File: src/rtl/lift_queue_reader.sv
// Consumer side of the lift request queue: fetches the head entry, drives the
// car floor by floor to it, holds the door open, then pops the entry.
// Ports:
//   clk, reset_n (async, active low)
//   empty, q      : queue status and head entry (target floor)
//   hold          : door-hold request
//   shift         : one-cycle pop pulse to the queue
//   floor         : current car floor
//   moving_up/dn  : travel direction outputs
//   door_open     : door state
//   busy          : high outside IDLE
//   bad_req       : pulse when an invalid entry is discarded
module lift_queue_reader #(
  parameter int unsigned MOVE_CYCLES = 4,
  parameter int unsigned DOOR_CYCLES = 8,
  parameter int unsigned MAX_FLOOR   = 15
) (
  input  logic       clk,
  input  logic       reset_n,
  input  logic       empty,
  input  logic [3:0] q,
  input  logic       hold,
  output logic       shift,
  output logic [3:0] floor,
  output logic       moving_up,
  output logic       moving_down,
  output logic       door_open,
  output logic       busy,
  output logic       bad_req
);

  localparam int MTW = (MOVE_CYCLES > 1) ? $clog2(MOVE_CYCLES) : 1;
  localparam int DTW = (DOOR_CYCLES > 1) ? $clog2(DOOR_CYCLES) : 1;
  localparam logic [MTW-1:0] MOVE_LAST = MTW'(MOVE_CYCLES - 1);
  localparam logic [DTW-1:0] DOOR_LAST = DTW'(DOOR_CYCLES - 1);
  localparam logic [3:0] MAXF = 4'(MAX_FLOOR);

  typedef enum logic [2:0] {
    IDLE, FETCH, MOVE, DOOR, POP, SETTLE
  } state_t;

  state_t         state_q, state_d;
  logic [3:0]     floor_q, floor_d;
  logic [3:0]     target_q, target_d;
  logic           dir_q, dir_d;
  logic [MTW-1:0] mtmr_q, mtmr_d;
  logic [DTW-1:0] dtmr_q, dtmr_d;

  logic shift_q, shift_d;
  logic up_q, up_d;
  logic dn_q, dn_d;
  logic door_q, door_d;
  logic busy_q, busy_d;
  logic bad_q, bad_d;

  logic [3:0] step_f;
  logic       at_lim;
  logic       q_bad;

  // dir_q: 1 = up. at_lim guards against stepping past the shaft ends.
  assign step_f = dir_q ? floor_q + 4'd1 : floor_q - 4'd1;
  assign at_lim = dir_q ? (floor_q >= MAXF) : (floor_q == 4'd0);
  assign q_bad  = q > MAXF;

  always_ff @(posedge clk or negedge reset_n) begin
    if (!reset_n) begin
      state_q  <= IDLE;
      floor_q  <= '0;
      target_q <= '0;
      dir_q    <= 1'b0;
      mtmr_q   <= '0;
      dtmr_q   <= '0;
      shift_q  <= 1'b0;
      up_q     <= 1'b0;
      dn_q     <= 1'b0;
      door_q   <= 1'b0;
      busy_q   <= 1'b0;
      bad_q    <= 1'b0;
    end else begin
      state_q  <= state_d;
      floor_q  <= floor_d;
      target_q <= target_d;
      dir_q    <= dir_d;
      mtmr_q   <= mtmr_d;
      dtmr_q   <= dtmr_d;
      shift_q  <= shift_d;
      up_q     <= up_d;
      dn_q     <= dn_d;
      door_q   <= door_d;
      busy_q   <= busy_d;
      bad_q    <= bad_d;
    end
  end

  always_comb begin
    state_d  = state_q;
    floor_d  = floor_q;
    target_d = target_q;
    dir_d    = dir_q;
    mtmr_d   = '0;
    dtmr_d   = '0;
    unique case (state_q)
      IDLE: begin
        if (!empty) state_d = FETCH;
      end
      FETCH: begin
        target_d = q;
        dir_d    = q > floor_q;
        if (q_bad)             state_d = POP;
        else if (q == floor_q) state_d = DOOR;
        else                   state_d = MOVE;
      end
      MOVE: begin
        if (mtmr_q != MOVE_LAST) begin
          mtmr_d = mtmr_q + MTW'(1);
        end else if (at_lim) begin
          state_d = DOOR;
        end else begin
          floor_d = step_f;
          if (step_f == target_q) state_d = DOOR;
        end
      end
      DOOR: begin
        // hold restarts the open period from zero
        if (hold)                    dtmr_d = '0;
        else if (dtmr_q == DOOR_LAST) state_d = POP;
        else                         dtmr_d = dtmr_q + DTW'(1);
      end
      POP:     state_d = SETTLE;
      SETTLE:  state_d = IDLE;
      default: state_d = IDLE;
    endcase
  end

  // Moore outputs, registered from the state being entered
  always_comb begin
    shift_d = state_d == POP;
    up_d    = (state_d == MOVE) & dir_d;
    dn_d    = (state_d == MOVE) & ~dir_d;
    door_d  = state_d == DOOR;
    busy_d  = state_d != IDLE;
    bad_d   = (state_q == FETCH) & q_bad;
  end

  assign shift       = shift_q;
  assign floor       = floor_q;
  assign moving_up   = up_q;
  assign moving_down = dn_q;
  assign door_open   = door_q;
  assign busy        = busy_q;
  assign bad_req     = bad_q;

endmodule

File: config.mk
export PLATFORM = sky130hd
export DESIGN_NAME = lift_queue_reader
export DESIGN_NICKNAME = d
export VERILOG_FILES = /design/src/rtl/lift_queue_reader.sv
export SDC_FILE = /design/constraint.sdc
export NUM_CORES = 1
export LEC_CHECK = 0
export ABC_AREA = 1
export BUFFER_PORTS_ARGS = -buffer_cell sky130_fd_sc_hd__clkbuf_2
export CORE_UTILIZATION = 35
export CTS_CLUSTER_DIAMETER = 80
export DETAILED_ROUTE_END_ITERATION = 10
export GPL_ROUTABILITY_DRIVEN = 0
export GPL_TIMING_DRIVEN = 0
export SLEW_MARGIN = 15
export SYNTH_ARGS = -nofsm -noshare
export SYNTH_HDL_FRONTEND = slang
export SYNTH_SLANG_ARGS = --single-unit
File: constraint.sdc
create_clock -name clk -period 5.2 [get_ports clk]
set_input_delay 1.04 -clock clk [delete_from_list [all_inputs] [get_ports clk]]
set_output_delay 1.04 -clock clk [all_outputs]
set_load 0.02 [all_outputs]
==> results of run 1 <==
## per-layer routing
metal	vias to the layer above	track usage [%]
met5	-	0
met4	0	4.87
met3	4	4.69
met2	30	24.6
met1	438	18.5
li1	486	-
## how the worst min path moves through the flow
| stage | slack (ps) | cells after the start | start | to |
|---|---|---|---|---|
| floorplan | 410 | 1 | dtmr_q[0]$_DFF_PN0_ | dtmr_q[0]$_DFF_PN0_ |
| global placement | 430 | 1 | dtmr_q[0]$_DFF_PN0_ | dtmr_q[0]$_DFF_PN0_ |
| detailed placement | 430 | 1 | mtmr_q[0]$_DFF_PN0_ | mtmr_q[0]$_DFF_PN0_ |
| CTS | 460 | 1 | mtmr_q[0]$_DFF_PN0_ | mtmr_q[0]$_DFF_PN0_ |
| global route | 490 | 1 | dtmr_q[0]$_DFF_PN0_ | dtmr_q[0]$_DFF_PN0_ |
| finish | 450 | 1 | dtmr_q[0]$_DFF_PN0_ | dtmr_q[0]$_DFF_PN0_ |
## worst register-to-register path, cell delays in order (launching register included)
cell and delay, ps:
dfrtp_1 530, inv_1 130, fa_1 600, xor2_1 140, nand2_1 60, nor2_1 130
nand3_1 100, nand2_1 80, nand2_2 80, nand3_2 70, nor2_1 40
## sequential cells by signal, indices dropped and copies added, names as in the netlist
signal,flops
floor,4
dir_q,1
shift,1
state_q,3
moving_up,1
dtmr_q,3
busy,1
moving_down,1
door_open,1
mtmr_q,2
target_q,4
## kinds of logic after synthesis
family,count (synthesis)
and+or+nand+nor,65
buffers and inverters,26
DFF,22
AOI/OAI and AO/OA,13
adders and majority gates,10
xor gates and xnor gates,3
other,1
## final cells by class
class | count | area share, %
plain buffers | 1 | 0.537
well taps | 44 | 3.94
multi-input cells | 92 | 40.0
clock buffers | 3 | 1.61
repair buffers | 16 | 5.72
clock inverters | 1 | 2.15
flip-flops and latches | 22 | 39.4
inverters | 25 | 6.71
## cells in the mapped netlist
cell type	n	share of area [%]
a21boi_0	1	0.62
a21oi_1	6	2.5
a21oi_2	1	0.72
and2_1	1	0.52
buf_4	1	0.62
conb_1	1	0.31
dfrtp_1	22	45
fa_1	1	1.7
ha_1	9	9.3
inv_1	19	5.9
inv_2	6	1.9
nand2_1	31	9.6
nand2_2	1	0.52
nand3_1	5	2.1
nand3_2	3	2.5
nand4_1	4	2.1
nor2_1	14	4.3
nor3_1	1	0.41
nor3_2	2	1.7
nor3_4	2	2.7
nor4_1	1	0.52
o21ai_0	4	1.7
o21ai_1	1	0.41
xor2_1	3	2.2
## power by group
part / internal, W / leakage [nW] / switching, W / total (W)
Combinational: 0.000159 / 0.452 / 0.000264 / 0.000423
Sequential: 0.000232 / 0.283 / 0.0000562 / 0.000288
Clock: 0.0000780 / 0.0279 / 0.0000548 / 0.000133
## through the flow
| step | hold WS, ps | util, % | setup slack (ps) | area (µm²) |
|---|---|---|---|---|
| after floorplan | 414 | - | 3250 | 1210 |
| final | 455 | 44.0 | 3080 | 1400 |
| after global placement | 425 | 42.4 | 3020 | 1350 |
| after detailed placement | 433 | 42.4 | 3020 | 1350 |
| after global routing | 486 | 44.0 | 2990 | 1400 |
| after CTS | 460 | 44.0 | 3070 | 1400 |
==> results.toml, run 1 <==
[run_status]
status = "complete, no violations"

[synth]
synthMuxAreaShare_pct = 0
synthDistinctLibCells = 24
yosys.area_share.xor_xnor_pct = 2.17
synth_top_family_by_area = "simple AND/OR/NAND/NOR gates"
ys_seq_area_share_pct = 45.5
ys_ff_latch = 22
synth_nets = 158
syn_avg_cell_area_um2 = 8.65
synth-compound-area-share_pct = 5.89
yosys.area_share.simple_pct = 26.9
synth_fa_ha_area_share_pct = 11.0
yosysWarningCount = 0
syn_area_um2 = 1210
syn_inst = 140

[clock_network]
clock_sinks = 22
clk-insertion-delay-late_ps = 320
cts.clk_slew.worst_paths_ps = 130
cts_tree = "done"
cts_made_buffers = 3
htreeDepth = 1
cts-resized-gates = 0
clock_tree.buffer_depth = 2
post_cts_buffers = 0
cts_hold_buffers = 0
cts-root-buf = "clkbuf_4"

[power_and_ir_drop]
ir_worst_vdd_mv = 0.265
p_leak_nw = 0.763
powerDensity_nw_per_um2 = 603
total_power_w = 0.000844

[routing]
drt_iter0_drc = 29
num_vias = 958
drtAntennaViolNets = 0
highest_layer = "met4"
totalWireLength_um = 2240
wl_met1_um = 1010
drc = 0
drt-wirelength-per-cell_um = 11.0
dr.pass1.iters = 4
via_per_inst = 4.70
routed-wl-met3_um = 167
met2WireLength_um = 1040

[place]
hpwl_um = 1700
dp_cells = 200
io_buffers = 16

[grt]
grt_max_degree = 23
grt_usage_pct = 14.9
grt_first_pass_wirelength_um = 4010
grt_pass1_vias = 963
overflow = 0
antenna_found_initial = 0

[timing]
drv_slew = 0
post-route-period-util_pct = 40.8
grt_setup_unrepaired = "false"
clock_skew_ps = 7.47
fin_crit_ps = 2120
relSlewSlack_pct = 61.9
tns_ps = 0
hold_viol = 0
max_freq_mhz = 472
tightest_slew_ps = 571
setup_violations = 0

[setup_path]
r2r_cells = 10
cp_max_fo = 7
crit_buf_inv = 1
cp_data_required_time_ps = 4160
critPathLaunchType = "register"
worstSetupPathDepth = 1
cp_slowest_cell = "dfrtp_1"
path_cells = "clkbuf_2"
r2r_end = "moving_up$_DFF_PN0_"
r2r_setup_slack_ps = 3130
rr_startpoint = "floor[0]$_DFFE_PN0P_"
max_stage_delay_ps = 530
worst-setup-path-type = "reg2out"
cp_top_family = "flip-flops"
worstSetupEndpointType = "output pin"
crit_end = "floor[0]"
critical_path_arrival_ps = 1080
startpoint = "floor[0]$_DFFE_PN0P_"

[min_path]
hold_path.class = "reg2reg"

[final_layout]
seq_area_um2 = 551
multi_input_area_um2 = 559
n_antenna_cell = 0
most-common-layout-cells = "31 x nand2_1, 22 x dfrtp_1, 19 x inv_1"
finalNetCount = 179
layout-drive-gt1-share_pct = 22.5
syn_to_final_growth_pct = 15.5
fill_cells = 335
fin_cells = 204
layout_commonest_cell = "nand2_1"

[die]
dieHeight_um = 60.8
dieArea_um2 = 3700
die_x_um = 60.8
core_um2 = 3180
pin_count = 18
rows = 20
initial_utilization_pct = 38.1

[flow_run]
drv_cap = 0
(Power assumes the default switching activity.)
==> inputs of run 2 (changes only) <==
--- a/config.mk
+++ b/config.mk
@@ -5,7 +5,7 @@
 export SDC_FILE = /design/constraint.sdc
 export NUM_CORES = 1
 export LEC_CHECK = 0
-export ABC_AREA = 1
+export ABC_AREA = 0
 export BUFFER_PORTS_ARGS = -buffer_cell sky130_fd_sc_hd__clkbuf_2
 export CORE_UTILIZATION = 35
 export CTS_CLUSTER_DIAMETER = 80
==> constraint.sdc (replaced) <==
create_clock -name clk -period 2 [get_ports clk]
set_input_delay 0.4 -clock clk [delete_from_list [all_inputs] [get_ports clk]]
set_output_delay 0.4 -clock clk [all_outputs]
set_load 0.02 [all_outputs]
==> results.toml, run 2 <==
[run_status]
status = "complete, no violations"

[routing]
via_per_inst = 4.80
num_vias = 821
drtAntennaViolNets = 0
totalWireLength_um = 2170
drt_iter0_drc = 10
drt-wirelength-per-cell_um = 12.7
dr.pass1.iters = 4
drc = 0

[synth]
synth.most_common_cell = "dfrtp_1"
synth_commonest_cells = "22 x dfrtp_1, 9 x ha_1, 6 x inv_1"
ys_async_sr_fraction_pct = 100
synth_area_leaders = "dfrtp_1 44%, ha_1 9.1%, mux2_1 4.5%"
synthFlopType = "dfrtp_1"
ys_seq_area_share_pct = 44.3
ys_ff_latch = 22
synth_nets = 120
yosysTopAreaCell = "dfrtp_1"
synthDistinctLibCells = 40
syn_avg_cell_area_um2 = 12.2
syn_area_um2 = 1240
synth.top_cell.area_share_pct = 44.3
synth_edf_count = 0
syn_inst = 102
yosysWarningCount = 0

[power_and_ir_drop]
powerDensity_nw_per_um2 = 912
p_leak_nw = 0.741
ir_worst_vdd_mv = 0.509
total_power_w = 0.00134

[timing]
clock_skew_ps = 7.29
drv_slew = 0
fin_crit_ps = 1900
tightest_slew_ps = 540
hold_viol = 0
max_freq_mhz = 525
post-route-period-util_pct = 95.2
timing.hold.ws_ps = 37.1
grt_setup_unrepaired = "false"
setup_violations = 0
relSlewSlack_pct = 64.0

[clock_network]
clock_sinks = 22
cts.clk_slew.worst_paths_ps = 120
cts_tree = "done"
cts-root-buf = "clkbuf_4"
cts_hold_buffers = 0
clk-insertion-delay-late_ps = 320
htreeDepth = 1
clock_tree.buffer_depth = 2
cts_made_buffers = 3

[final_layout]
n_antenna_cell = 0
layout_commonest_cell = "dfrtp_1"
finalNetCount = 144
fin_cells = 171
design_area_um2 = 1470
syn_to_final_growth_pct = 18.3
fill_cells = 358
seq_area_um2 = 554
most-common-layout-cells = "19 x dfrtp_1, 16 x clkbuf_2, 9 x ha_1"
multi_input_area_um2 = 651
layout-drive-gt1-share_pct = 29.6

[setup_path]
critPathLaunchType = "register"
max_stage_delay_ps = 460
worstSetupEndpointType = "register"
worst-setup-path-type = "reg2reg"
cp_max_fo = 4
cp_data_required_time_ps = 2250
critical_path_arrival_ps = 2160
path_cells = "inv_8 > fa_1 > xnor2_1 > or3_4 > nor4_4 > o21bai_1"
crit_buf_inv = 1
cp_top_family = "simple AND/OR/NAND/NOR gates"
cp_slowest_cell = "dfrtp_2"

[grt]
grt_max_degree = 23
grt_pass1_vias = 810
overflow = 0
grt_first_pass_wirelength_um = 3640
antenna_found_initial = 0
grt_usage_pct = 13.5

[die]
dieHeight_um = 61.6
dieArea_um2 = 3790
pin_count = 18
rows = 21
core_um2 = 3360
initial_utilization_pct = 36.9
die_x_um = 61.6

[place]
io_buffers = 16
placed_area_um2 = 1390
hpwl_um = 1660
dp_cells = 164

[min_path]
hold_path.class = "in2async"

[flow_run]
drv_cap = 0
-- run 2: through the flow --
step / TNS [ps] / setup WS [ps] / utilization (%)
floorplan: 0 / 4.76 / -
global placement: -159 / -48.5 / 41.4
detailed placement: -239 / -68.8 / 41.4
CTS: -142 / -48.9 / 43.6
global route: 0 / 12.9 / 43.7
finish: 0 / 96.1 / 43.7
-- run 2: cells by family after synthesis --
kind of cell | count (synthesis) | synth area share [%]
adders and majority gates | 10 | 10.7
muxes | 8 | 7.35
AOI/OAI and AO/OA | 13 | 7.86
xor gates and xnor gates | 8 | 6.75
and+or+nand+nor | 31 | 18.0
DFF | 22 | 44.3
buffers and inverters | 9 | 4.73
other | 1 | 0.302
-- run 2: power breakdown --
group / total, W / switching, W / internal, W
registers: 0.000588 / 0.0000624 / 0.000526
logic: 0.000413 / 0.000209 / 0.000204
clock network: 0.000341 / 0.000138 / 0.000203
-- run 2: final timing paths --
path / from / end / slack, ps / cells past startpoint
max: floor[1]$_DFFE_PN0P_ / door_open$_DFF_PN0_ / 100 / 6
min in group clk: q[0] / target_q[0]$_DFFE_PN0P_ / 310 / 2
max reg2reg: floor[1]$_DFFE_PN0P_ / door_open$_DFF_PN0_ / 100 / 6
min reg2reg: mtmr_q[0]$_DFF_PN0_ / mtmr_q[0]$_DFF_PN0_ / 450 / 1
min: reset_n / shift$_DFF_PN0_ / 40 / 1
max in group asynchronous: reset_n / floor[0]$_DFFE_PN0P_ / 1580 / 1
-- run 2: worst register-to-register path: stages (launching register included) --
cell and delay [ps]:
dfrtp_2 460, inv_8 60, fa_1 460, xnor2_1 150
or3_4 340, nor4_4 210, o21bai_1 160
-- run 2: repair_timing --
action	CTS	global route
setup buffers	3	0
pin swaps	4	2
gates resized for setup	4	1
cloned	0	0
setup endpoints to repair	4	4
-- run 2: metal layers --
metal / vias to the layer above / wire length (µm) / global-route usage (%)
li1: 411 / - / -
met1: 390 / 1030 / 17.0
met2: 16 / 1020 / 22.3
met3: 4 / 101 / 4.41
met4: 0 / 23 / 3.81
met5: - / 0 / 0
-- run 2: cell type report --
class,instances,share of cell area (%)
plain buffers,2,1.28
clock buffers,3,1.53
clock inverters,1,2.04
inverters,7,2.30
multi-input cells,71,44.3
flip-flops and latches,22,37.7
well taps,46,3.91
repair buffers,19,6.98
==> inputs of run 3 (changes only) <==
--- a/config.mk
+++ b/config.mk
@@ -8,6 +8,7 @@
 export ABC_AREA = 0
 export BUFFER_PORTS_ARGS = -buffer_cell sky130_fd_sc_hd__clkbuf_2
 export CORE_UTILIZATION = 35
+export CTS_BUF_LIST = sky130_fd_sc_hd__clkbuf_16
 export CTS_CLUSTER_DIAMETER = 80
 export DETAILED_ROUTE_END_ITERATION = 10
 export GPL_ROUTABILITY_DRIVEN = 0
@@ -16,3 +17,4 @@
 export SYNTH_ARGS = -nofsm -noshare
 export SYNTH_HDL_FRONTEND = slang
 export SYNTH_SLANG_ARGS = --single-unit
+export TNS_END_PERCENT = 10
==> results.toml, run 3 (synthesis results as in run 2) <==
[grt]
gr-usage-met3_pct = 3.15
antenna_found_initial = 0
grt_first_pass_wirelength_um = 3640
grt_max_degree = 23
grt_busiest_layer = "met2"
grt_usage_pct = 13.8
grt_use_met1_pct = 16.9
overflow = 0
gr-usage-met2_pct = 22.4
grt_pass1_vias = 813

[timing]
drv_slew = 0
hold_viol = 0
tightest_slew_ps = 541
post-route-period-util_pct = 95.4
timing.hold.ws_ps = 117
max_freq_mhz = 524
fin_crit_ps = 1910
relSlewSlack_pct = 64.0
grt_setup_unrepaired = "false"
setup_violations = 0
clock_skew_ps = 3.98

[routing]
dr.pass1.iters = 2
totalWireLength_um = 2200
drtAntennaViolNets = 0
via_per_inst = 4.81
num_vias = 822
drt_iter0_drc = 5
drt-wirelength-per-cell_um = 12.8
drc = 0

[place]
dp_cells = 164
io_buffers = 16
hpwl_um = 1660

[die]
core_um2 = 3360
rows = 21
dieHeight_um = 61.6
dieArea_um2 = 3790
die_x_um = 61.6
initial_utilization_pct = 36.9
pin_count = 18

[flow_run]
drv_cap = 0

[final_layout]
fin_cells = 171
n_antenna_cell = 0
finalNetCount = 144
fill_cells = 352
syn_to_final_growth_pct = 22.6
most-common-layout-cells = "19 x dfrtp_1, 16 x clkbuf_2, 9 x ha_1"
layout-drive-gt1-share_pct = 29.6
layout_commonest_cell = "dfrtp_1"

[power_and_ir_drop]
ir_worst_vdd_mv = 0.644
powerDensity_nw_per_um2 = 1020
p_leak_nw = 0.765

[setup_path]
cp_max_fo = 4
rr_startpoint = "floor[1]$_DFFE_PN0P_"
r2r_end = "door_open$_DFF_PN0_"
cp_data_required_time_ps = 2180
max_stage_delay_ps = 520
cp_slowest_cell = "fa_1"
worstSetupPathDepth = 6
r2r_setup_slack_ps = 90
worstSetupEndpointType = "register"
worst-setup-path-type = "reg2reg"
path_cells = "inv_8 > fa_1 > xnor2_1 > or3_4 > nor4_4 > o21bai_1"
critical_path_arrival_ps = 2090
critPathLaunchType = "register"
r2r_cells = 6
cp_top_family = "simple AND/OR/NAND/NOR gates"
crit_buf_inv = 1

[min_path]
hold_path.class = "in2async"

[clock_network]
clock_tree.buffer_depth = 2
cts_made_buffers = 3
clk-insertion-delay-late_ps = 250
htreeDepth = 1
cts_hold_buffers = 0
cts.clk_slew.worst_paths_ps = 60
cts-root-buf = "clkbuf_16"
clock_sinks = 22
cts_tree = "done"

[run_status]
status = "complete, no violations"
## run 3: cell counts in the layout (fill, tap and decap cells not counted)
Identical to the previous run, type by type.
## run 3: final cells by class
type	instances	area, µm²	share of cell area, %
inverter	7	33.8	2.22
buffer	2	18.8	1.23
clock inverter	1	30.0	1.97
multi-input combinational	71	651	42.7
sequential	22	554	36.4
clock buffer	3	75.1	4.93
timing repair buffer	19	103	6.74
tap	46	57.6	3.78
## run 3: worst max-delay path by stage
stage	start	end	slack (ps)
3_5_place_dp	floor[1]$_DFFE_PN0P_	door_open$_DFF_PN0_	-70
6_report	floor[1]$_DFFE_PN0P_	door_open$_DFF_PN0_	90
4_1_cts	floor[1]$_DFFE_PN0P_	door_open$_DFF_PN0_	-30
2_1_floorplan	floor[1]$_DFFE_PN0P_	moving_down$_DFF_PN0_	5
3_3_place_gp	floor[1]$_DFFE_PN0P_	door_open$_DFF_PN0_	-50
5_1_grt	floor[1]$_DFFE_PN0P_	moving_down$_DFF_PN0_	8
## run 3: where the power goes
part | switching [W] | leakage, nW | internal (W)
sequential | 0.0000629 | 0.276 | 0.000527
clock | 0.000154 | 0.0511 | 0.000397
combinational | 0.000209 | 0.437 | 0.000204
total | 0.000426 | 0.765 | 0.00113
## run 3: stage by stage
stage | cell area [µm²] | TNS [ps] | worst slack (ps) | power (W) | util (%)
5_1_grt | 1520 | 0 | 7.71 | 0.00164 | 45.3
4_1_cts | 1520 | -91.2 | -33.6 | 0.00157 | 45.2
6_report | 1520 | 0 | 91.8 | 0.00155 | 45.3
3_5_place_dp | 1390 | -239 | -68.8 | 0.00100 | 41.4
2_1_floorplan | 1250 | 0 | 4.76 | 0.000896 | -
3_3_place_gp | 1390 | -159 | -48.5 | 0.000986 | 41.4
## run 3: metal layers
layer / wire [µm] / share of wire [%]
met1: 1050 / 48
met2: 1020 / 47
met5: 0 / 0
met4: 44 / 2.0
met3: 81 / 3.7
## run 3: worst register-to-register path, delay by kind of cell (launching register included)
| kind | cells | cell delay (ps) |
|---|---|---|
| xor+xnor | 1 | 150 |
| fa+ha+maj | 1 | 520 |
| buf+inv | 1 | 40 |
| flops | 1 | 410 |
| compound gates | 1 | 160 |
| simple gates | 2 | 550 |
## run 3: timing repair
item | 4_1_cts | 5_1_grt
buffers inserted | 3 | 0
pin swaps | 4 | 1
setup endpoints to repair | 4 | 4
gates resized for setup | 4 | 1
